===== src/rtl/layer2_window_scheduler_pkg.sv =====
// Layer-2 window scheduler shared types: FSM state, frame geometry
// defaults and the window descriptor bundle.
package layer2_window_scheduler_pkg;

   localparam int DEF_WIDTH     = 13;
   localparam int DEF_HEIGHT    = 17;
   localparam int DEF_CH_GROUPS = 4;

   typedef enum logic {
      IDLE = 1'b0,
      RUN  = 1'b1
   } state_t;

   typedef struct packed {
      logic [4:0] row;
      logic [3:0] col;
      logic [1:0] grp;
      logic       first;
      logic       last;
   } win_desc_t;

endpackage


===== src/rtl/layer2_window_scheduler_if.sv =====
// Window descriptor valid/ready channel to the conv engine.
// master: scheduler (drives valid + fields), slave: conv engine (drives ready).
interface layer2_window_scheduler_if;

   logic       win_valid;
   logic       win_ready;
   logic [4:0] win_row;
   logic [3:0] win_col;
   logic [1:0] win_grp;
   logic       win_first;
   logic       win_last;

   modport master (
      output win_valid, win_row, win_col, win_grp,
      output win_first, win_last,
      input  win_ready
   );

   modport slave (
      input  win_valid, win_row, win_col, win_grp,
      input  win_first, win_last,
      output win_ready
   );

endinterface


===== src/rtl/layer2_window_scheduler_window_counter.sv =====
// Nested row/col/grp window counter (grp fastest).
// clr: load zero, inc: advance; wrap[0..2]: grp/col/row wrap strobes; first/last flags.
module window_counter
   import layer2_window_scheduler_pkg::*;
#(
   parameter int WIDTH     = DEF_WIDTH,
   parameter int HEIGHT    = DEF_HEIGHT,
   parameter int CH_GROUPS = DEF_CH_GROUPS
) (
   input  logic       clk,
   input  logic       rst_n,
   input  logic       clr,
   input  logic       inc,
   output logic [4:0] row,
   output logic [3:0] col,
   output logic [1:0] grp,
   output logic [2:0] wrap,
   output logic       first,
   output logic       last
);

   logic grp_max, col_max, row_max;

   assign grp_max = (grp == 2'(CH_GROUPS - 1));
   assign col_max = (col == 4'(WIDTH - 1));
   assign row_max = (row == 5'(HEIGHT - 1));

   // wrap strobes cascade like carries; wrap[2] marks the frame wrap
   assign wrap[0] = inc & grp_max;
   assign wrap[1] = wrap[0] & col_max;
   assign wrap[2] = wrap[1] & row_max;

   assign first = (row == 5'd0) & (col == 4'd0) & (grp == 2'd0);
   assign last  = row_max & col_max & grp_max;

   always_ff @(posedge clk or negedge rst_n) begin
      if (!rst_n) begin
         row <= '0;
         col <= '0;
         grp <= '0;
      end else if (clr) begin
         row <= '0;
         col <= '0;
         grp <= '0;
      end else if (inc) begin
         grp <= wrap[0] ? 2'd0 : grp + 2'd1;
         if (wrap[0])
            col <= wrap[1] ? 4'd0 : col + 4'd1;
         if (wrap[1])
            row <= wrap[2] ? 5'd0 : row + 5'd1;
      end
   end

endmodule


===== src/rtl/layer2_window_scheduler.sv =====
// Ping-pong bank tracker plus 3x3 window descriptor issue for layer 2.
// Ports: clk, rst_n, fill_done in; wr_bank/wr_ok/rd_bank/frame_done/overflow out; win (master).
module layer2_window_scheduler
   import layer2_window_scheduler_pkg::*;
#(
   parameter int WIDTH     = DEF_WIDTH,
   parameter int HEIGHT    = DEF_HEIGHT,
   parameter int CH_GROUPS = DEF_CH_GROUPS
) (
   input  logic clk,
   input  logic rst_n,
   input  logic fill_done,
   output logic wr_bank,
   output logic wr_ok,
   output logic rd_bank,
   output logic frame_done,
   output logic overflow,
   layer2_window_scheduler_if.master win
);

   state_t     state, state_nxt;
   logic [1:0] full, full_nxt;
   logic       valid, valid_nxt;
   logic       load, accept, fill, frame_end;
   logic [4:0] c_row;
   logic [3:0] c_col;
   logic [1:0] c_grp;
   logic [2:0] c_wrap;
   logic       c_first, c_last;
   win_desc_t  desc;

   window_counter #(
      .WIDTH     (WIDTH),
      .HEIGHT    (HEIGHT),
      .CH_GROUPS (CH_GROUPS)
   ) u_cnt (
      .clk   (clk),
      .rst_n (rst_n),
      .clr   (load),
      .inc   (accept),
      .row   (c_row),
      .col   (c_col),
      .grp   (c_grp),
      .wrap  (c_wrap),
      .first (c_first),
      .last  (c_last)
   );

   assign desc = {c_row, c_col, c_grp, c_first, c_last};

   assign wr_ok     = !full[wr_bank];
   assign fill      = fill_done & wr_ok;
   assign accept    = valid & win.win_ready;
   // all counter levels wrapping together is the last-window acceptance
   assign frame_end = &c_wrap;

   assign win.win_valid = valid;
   assign win.win_row   = desc.row;
   assign win.win_col   = desc.col;
   assign win.win_grp   = desc.grp;
   assign win.win_first = valid & desc.first;
   assign win.win_last  = valid & desc.last;

   always_comb begin
      state_nxt = state;
      load      = 1'b0;
      valid_nxt = 1'b0;
      unique case (state)
         IDLE: begin
            if (full[rd_bank]) begin
               state_nxt = RUN;
               load      = 1'b1;
            end
         end
         RUN: begin
            if (frame_end)
               state_nxt = IDLE;
            else
               valid_nxt = 1'b1;
         end
         default: state_nxt = IDLE;
      endcase
   end

   // release and fill always hit different banks, so both can apply
   always_comb begin
      full_nxt = full;
      if (frame_end)
         full_nxt[rd_bank] = 1'b0;
      if (fill)
         full_nxt[wr_bank] = 1'b1;
   end

   always_ff @(posedge clk or negedge rst_n) begin
      if (!rst_n) begin
         state      <= IDLE;
         full       <= 2'b00;
         wr_bank    <= 1'b0;
         rd_bank    <= 1'b0;
         valid      <= 1'b0;
         frame_done <= 1'b0;
         overflow   <= 1'b0;
      end else begin
         state      <= state_nxt;
         full       <= full_nxt;
         valid      <= valid_nxt;
         frame_done <= frame_end;
         if (fill)
            wr_bank <= ~wr_bank;
         if (frame_end)
            rd_bank <= ~rd_bank;
         if (fill_done & !wr_ok)
            overflow <= 1'b1;
      end
   end

endmodule


===== src/flat_wrapper.sv =====
// flat-port wrapper written by rule: the top's interface ports become plain ports
module layer2_window_scheduler_flat import layer2_window_scheduler_pkg::*;
#(
   parameter int WIDTH     = DEF_WIDTH,
   parameter int HEIGHT    = DEF_HEIGHT,
   parameter int CH_GROUPS = DEF_CH_GROUPS
)
  (clk, rst_n, fill_done, wr_bank, wr_ok, rd_bank, frame_done, overflow, win_win_valid, win_win_row, win_win_col, win_win_grp, win_win_first, win_win_last, win_win_ready);
  layer2_window_scheduler_if win_i ();
  input  logic clk;
  input  logic rst_n;
  input  logic fill_done;
  output logic wr_bank;
  output logic wr_ok;
  output logic rd_bank;
  output logic frame_done;
  output logic overflow;
  output wire logic [$bits(win_i.win_valid)-1:0] win_win_valid;
  output wire logic [$bits(win_i.win_row)-1:0] win_win_row;
  output wire logic [$bits(win_i.win_col)-1:0] win_win_col;
  output wire logic [$bits(win_i.win_grp)-1:0] win_win_grp;
  output wire logic [$bits(win_i.win_first)-1:0] win_win_first;
  output wire logic [$bits(win_i.win_last)-1:0] win_win_last;
  input wire logic [$bits(win_i.win_ready)-1:0] win_win_ready;
  assign win_win_valid = win_i.win_valid;
  assign win_win_row = win_i.win_row;
  assign win_win_col = win_i.win_col;
  assign win_win_grp = win_i.win_grp;
  assign win_win_first = win_i.win_first;
  assign win_win_last = win_i.win_last;
  assign win_i.win_ready = win_win_ready;
  layer2_window_scheduler #(.WIDTH(WIDTH), .HEIGHT(HEIGHT), .CH_GROUPS(CH_GROUPS)) u_core (.clk(clk), .rst_n(rst_n), .fill_done(fill_done), .wr_bank(wr_bank), .wr_ok(wr_ok), .rd_bank(rd_bank), .frame_done(frame_done), .overflow(overflow), .win(win_i));
endmodule

===== config.mk =====
export PLATFORM = sky130hd
export DESIGN_NAME = layer2_window_scheduler_flat
export DESIGN_NICKNAME = d
export VERILOG_FILES = /design/src/rtl/layer2_window_scheduler_pkg.sv /design/src/rtl/layer2_window_scheduler_if.sv /design/src/rtl/layer2_window_scheduler_window_counter.sv /design/src/rtl/layer2_window_scheduler.sv /design/src/flat_wrapper.sv
export SDC_FILE = /design/constraint.sdc
export NUM_CORES = 1
export LEC_CHECK = 0
export ABC_CLOCK_PERIOD_IN_PS = 1800
export BUFFER_PORTS_ARGS = -buffer_cell sky130_fd_sc_hd__buf_2
export CAP_MARGIN = 30
export CELL_PAD_IN_SITES_DETAIL_PLACEMENT = 0
export CELL_PAD_IN_SITES_GLOBAL_PLACEMENT = 2
export CORE_MARGIN = 1
export CORE_UTILIZATION = 32
export CTS_CLUSTER_DIAMETER = 150
export DETAILED_ROUTE_END_ITERATION = 12
export PLACE_DENSITY = 0.8
export SETUP_SLACK_MARGIN = 0.05
export SLEW_MARGIN = 20
export SYNTH_ARGS = -nofsm -noshare
export SYNTH_HDL_FRONTEND = slang
export SYNTH_HIERARCHICAL = 1
export SYNTH_SLANG_ARGS = --single-unit

===== constraint.sdc =====
create_clock -name clk -period 1.8 [get_ports clk]
set_input_delay 0.45 -clock clk [delete_from_list [all_inputs] [get_ports clk]]
set_output_delay 0.45 -clock clk [all_outputs]
set_load 0.05 [all_outputs]

==> flow_summary.json <==
{
  "port_buffers": 22,
  "avgRoutedWirePerCell_um": 12.79,
  "final.period_utilization_pct": 112.9,
  "postSynthNetCount": 109,
  "cts_made_buffers": 3,
  "worst_ir_drop_vdd_v": 0.0005811,
  "setup_viol_count_final": 2,
  "place.gp.congestion": 0.7427,
  "register_area_sq_um": 490.5,
  "period_needed_ns": 2.031,
  "critPathKind": "reg -> out",
  "synthesis.yosys.warnings": 6,
  "p_switching_uw": 807.2,
  "comb_power_share_pct": 54.7,
  "unrepaired_setup_endpoints_after_global_routing": "yes",
  "diodes_inserted": 0,
  "post-layout-total-power_uw": 1774,
  "clock-skew-final_ns": 0.009439,
  "clk_path_buf_depth": 2,
  "htreeDepth": 1,
  "ff2ff_path_depth": 7,
  "vias_cell": 4.739,
  "grt_use_total_pct": 15.29,
  "drt_drc_violations_left": 0,
  "yosys-top-cells-area": "sky130_fd_sc_hd__dfrtp_1 (47%), sky130_fd_sc_hd__ha_1 (7.4%), sky130_fd_sc_hd__mux2i_1 (4.0%), sky130_fd_sc_hd__nand3_1 (3.0%), sky130_fd_sc_hd__inv_1 (2.6%)",
  "internal_power_uw": 966.6,
  "outcome": "finished, violations left",
  "clk_root_buf": "sky130_fd_sc_hd__clkbuf_4",
  "final.setup.worst_slack_ns": -0.2314,
  "routed_wl_um": 2354,
  "hold-worst-slack_ns": 0.06809,
  "die_height_um": 58.24,
  "max-cap-violations": 0,
  "syn-mean-instance-area_sq_um": 10.22,
  "synthesis.area_sq_um": 1012,
  "power_leakage_uw": 0.0006310,
  "starting_density_of_the_core_pct": 33.43,
  "total_grt_overflow": 0,
  "grt_pass1_wl_um": 3960,
  "netSwitchingFraction_pct": 45.51,
  "synth.yosys.seq_area_share_pct": 46.97,
  "ios": 23,
  "cp-start-kind": "flop",
  "post-synth-top-area-cell": "sky130_fd_sc_hd__dfrtp_1",
  "worst_path_required_time_ns": 1.35,
  "count_of_unique_library_cells_instantiated_by_yosys": 36,
  "p_seq_share_pct": 32.8,
  "tritoncts": "yes",
  "insertion_delay_ns": 0.31,
  "setup.reg_to_reg.worst_slack_ns": 0.13,
  "synth_async_sr_flop_share_pct": 100.0,
  "yosys-top-cells-count": "sky130_fd_sc_hd__dfrtp_1 (19), sky130_fd_sc_hd__inv_1 (7), sky130_fd_sc_hd__ha_1 (6), sky130_fd_sc_hd__nand3_1 (6)",
  "synth-edff-count": 0,
  "place.detailed.hpwl_um": 1670,
  "final_hold_viol_count": 0,
  "cts.reportedPaths.clkPinSlew_ns": 0.12,
  "maxSlewHeadroom_pct": 63.76,
  "num_vias": 872,
  "path_max_fanout": 3,
  "via_count_of_the_first_global_routing_pass": 866,
  "clock_share_of_power_pct": 12.4,
  "grt_start_max_net_pins": 20,
  "coreArea_sq_um": 3028,
  "numPlacedInstances": 175,
  "post_layout_nonfiller_instances": 184,
  "ys.flop_type": "sky130_fd_sc_hd__dfrtp_1",
  "nNetsFinal": 151,
  "max_freq_mhz": 492.3,
  "maxSlewViolCount": 0,
  "hp-class": "in -> async",
  "cellPowerDensity_nw_per_um2": 1221,
  "multiInputGateArea_sq_um": 585.6,
  "worstPathArrival_ns": 1.58,
  "layout-drive-gt1-share_pct": 58.57,
  "post_synth_inst_count": 99,
  "area_delta_synth_final_pct": 43.51,
  "numClockSinks": 19,
  "setup.worst_path.end_class": "output port",
  "nFillCells": 291,
  "synth_seq_cells": 19,
  "yosys.area.top_type_share_pct": 46.97,
  "drt_iter0_markers": 15,
  "pre_cts_slack_ns": 0.02464,
  "drt_pass1_iterations": 4,
  "violations": "setup timing",
  "detail-route-antenna-nets": 0,
  "rows": 20,
  "dieArea_sq_um": 3392,
  "yosysMostFrequentCell": "sky130_fd_sc_hd__dfrtp_1",
  "crit-reg2reg-launch": "u_core/u_cnt/col[0]$_DFFE_PN0P_",
  "floorplan.die.width_um": 58.24,
  "antenna_found_initial": 0,
  "reg2reg_to": "u_core/u_cnt/row[3]$_DFFE_PN0P_",
  "worstMarginPinSlew_ns": 0.5430
}
## through the flow
step	area, sq um	util (%)	setup TNS [ns]
2_1_floorplan	1069	-	0
3_3_place_gp	1309	43.22	0
3_5_place_dp	1309	43.22	0
4_1_cts	1383	45.66	-0.3640
5_1_grt	1453	47.98	-0.5916
6_report	1453	47.98	-0.4255
## placed cells by master (no fill, tap or decap), drive strengths merged
cell type and instances:
xnor2 3, or3 1, inv 9, ha 6
and2 4, a211oi 2, mux2i 4, nand4 2
o21ai 3, or4 1, a311oi 1, buf 39
nor2b 3, dfrtp 19, nor4b 1, xor2 1
o22a 1, clkinv 1, nand4bb 1, nor2 5
a31oi 1, nand2b 1, a21oi 5, nand3 7
clkbuf 3, and3 1, nor3 5, o21bai 1
a41oi 1, nand2 5, o31ai 1, o2bb2ai 1
a2bb2oi 1
## sequential cells by signal, indices dropped and copies added, names as in the netlist
| register | flops |
|---|---|
| u_core/frame_done | 1 |
| u_core/full | 2 |
| u_core/overflow | 1 |
| u_core/rd_bank | 1 |
| u_core/state | 1 |
| u_core/u_cnt/col | 4 |
| u_core/u_cnt/grp | 2 |
| u_core/u_cnt/row | 5 |
| u_core/win.win_valid | 1 |
| u_core/wr_bank | 1 |
## worst max-delay path: stages (launching register included)
cell,delay [ns]
sky130_fd_sc_hd__dfrtp_2,0.42
sky130_fd_sc_hd__inv_2,0.07
sky130_fd_sc_hd__ha_4,0.14
sky130_fd_sc_hd__nand3_2,0.08
sky130_fd_sc_hd__nor4b_2,0.26
sky130_fd_sc_hd__and2_4,0.18
sky130_fd_sc_hd__buf_8,0.13
## timing repair
item,in CTS,in global routing
resized for setup,8,14
hold buffers,0,0
pin swaps,4,9
setup endpoints to repair,3,7
setup buffers,3,2
## worst max-delay path by stage
| stage | slack (ns) | endpoint | start | depth (start not counted) |
|---|---|---|---|---|
| 2_1_floorplan | 0.02 | win_win_last | u_core/u_cnt/col[1]$_DFFE_PN0P_ | 6 |
| 3_3_place_gp | 0.03 | win_win_last | u_core/u_cnt/col[1]$_DFFE_PN0P_ | 7 |
| 3_5_place_dp | 0.02 | win_win_first | u_core/u_cnt/col[1]$_DFFE_PN0P_ | 6 |
| 4_1_cts | -0.21 | win_win_first | u_core/u_cnt/col[1]$_DFFE_PN0P_ | 6 |
| 5_1_grt | -0.31 | win_win_first | u_core/u_cnt/col[0]$_DFFE_PN0P_ | 6 |
| 6_report | -0.23 | win_win_first | u_core/u_cnt/col[0]$_DFFE_PN0P_ | 6 |
## logic make-up (layout without fill, tap and decap cells)
| kind of cell | after synthesis | after routing | share of synthesized area [%] |
|---|---|---|---|
| AOI/OAI and AO/OA | 18 | 18 | 12.73 |
| xor gates and xnor gates | 4 | 4 | 3.462 |
| adders and majority gates | 6 | 6 | 7.416 |
| buffers and inverters | 11 | 52 | 4.821 |
| DFF | 19 | 19 | 46.97 |
| muxes | 4 | 4 | 3.956 |
| and+or+nand+nor | 37 | 37 | 20.64 |
## area by class of cell
type | instances | share of cell area [%]
multi-input cells | 69 | 40.31
flip-flops and latches | 19 | 33.76
repair buffers | 39 | 17.92
well taps | 44 | 3.790
inverters | 9 | 2.326
clock buffers | 3 | 1.550
clock inverters | 1 | 0.3445
## power groups by stage
stage	Combinational, uW	Sequential [uW]	Clock [uW]
after global routing	1050	595	246
final	971	583	221
after detailed placement	842	584	0
after CTS	866	578	230
after floorplan	278	890	0
after global placement	838	579	0
## routing by layer
metal  share of wire [%]  GRT usage, %  wire length, um  vias to the layer above
li1                    -             -                -                      431
met1                  49         20.79             1149                      415
met2                  47         24.47             1102                       22
met3                 2.8         2.232               66                        4
met4                 1.5         6.122               35                        0
met5                   0             0                0                        -
Note: power is estimated with default switching activity, not from simulation.
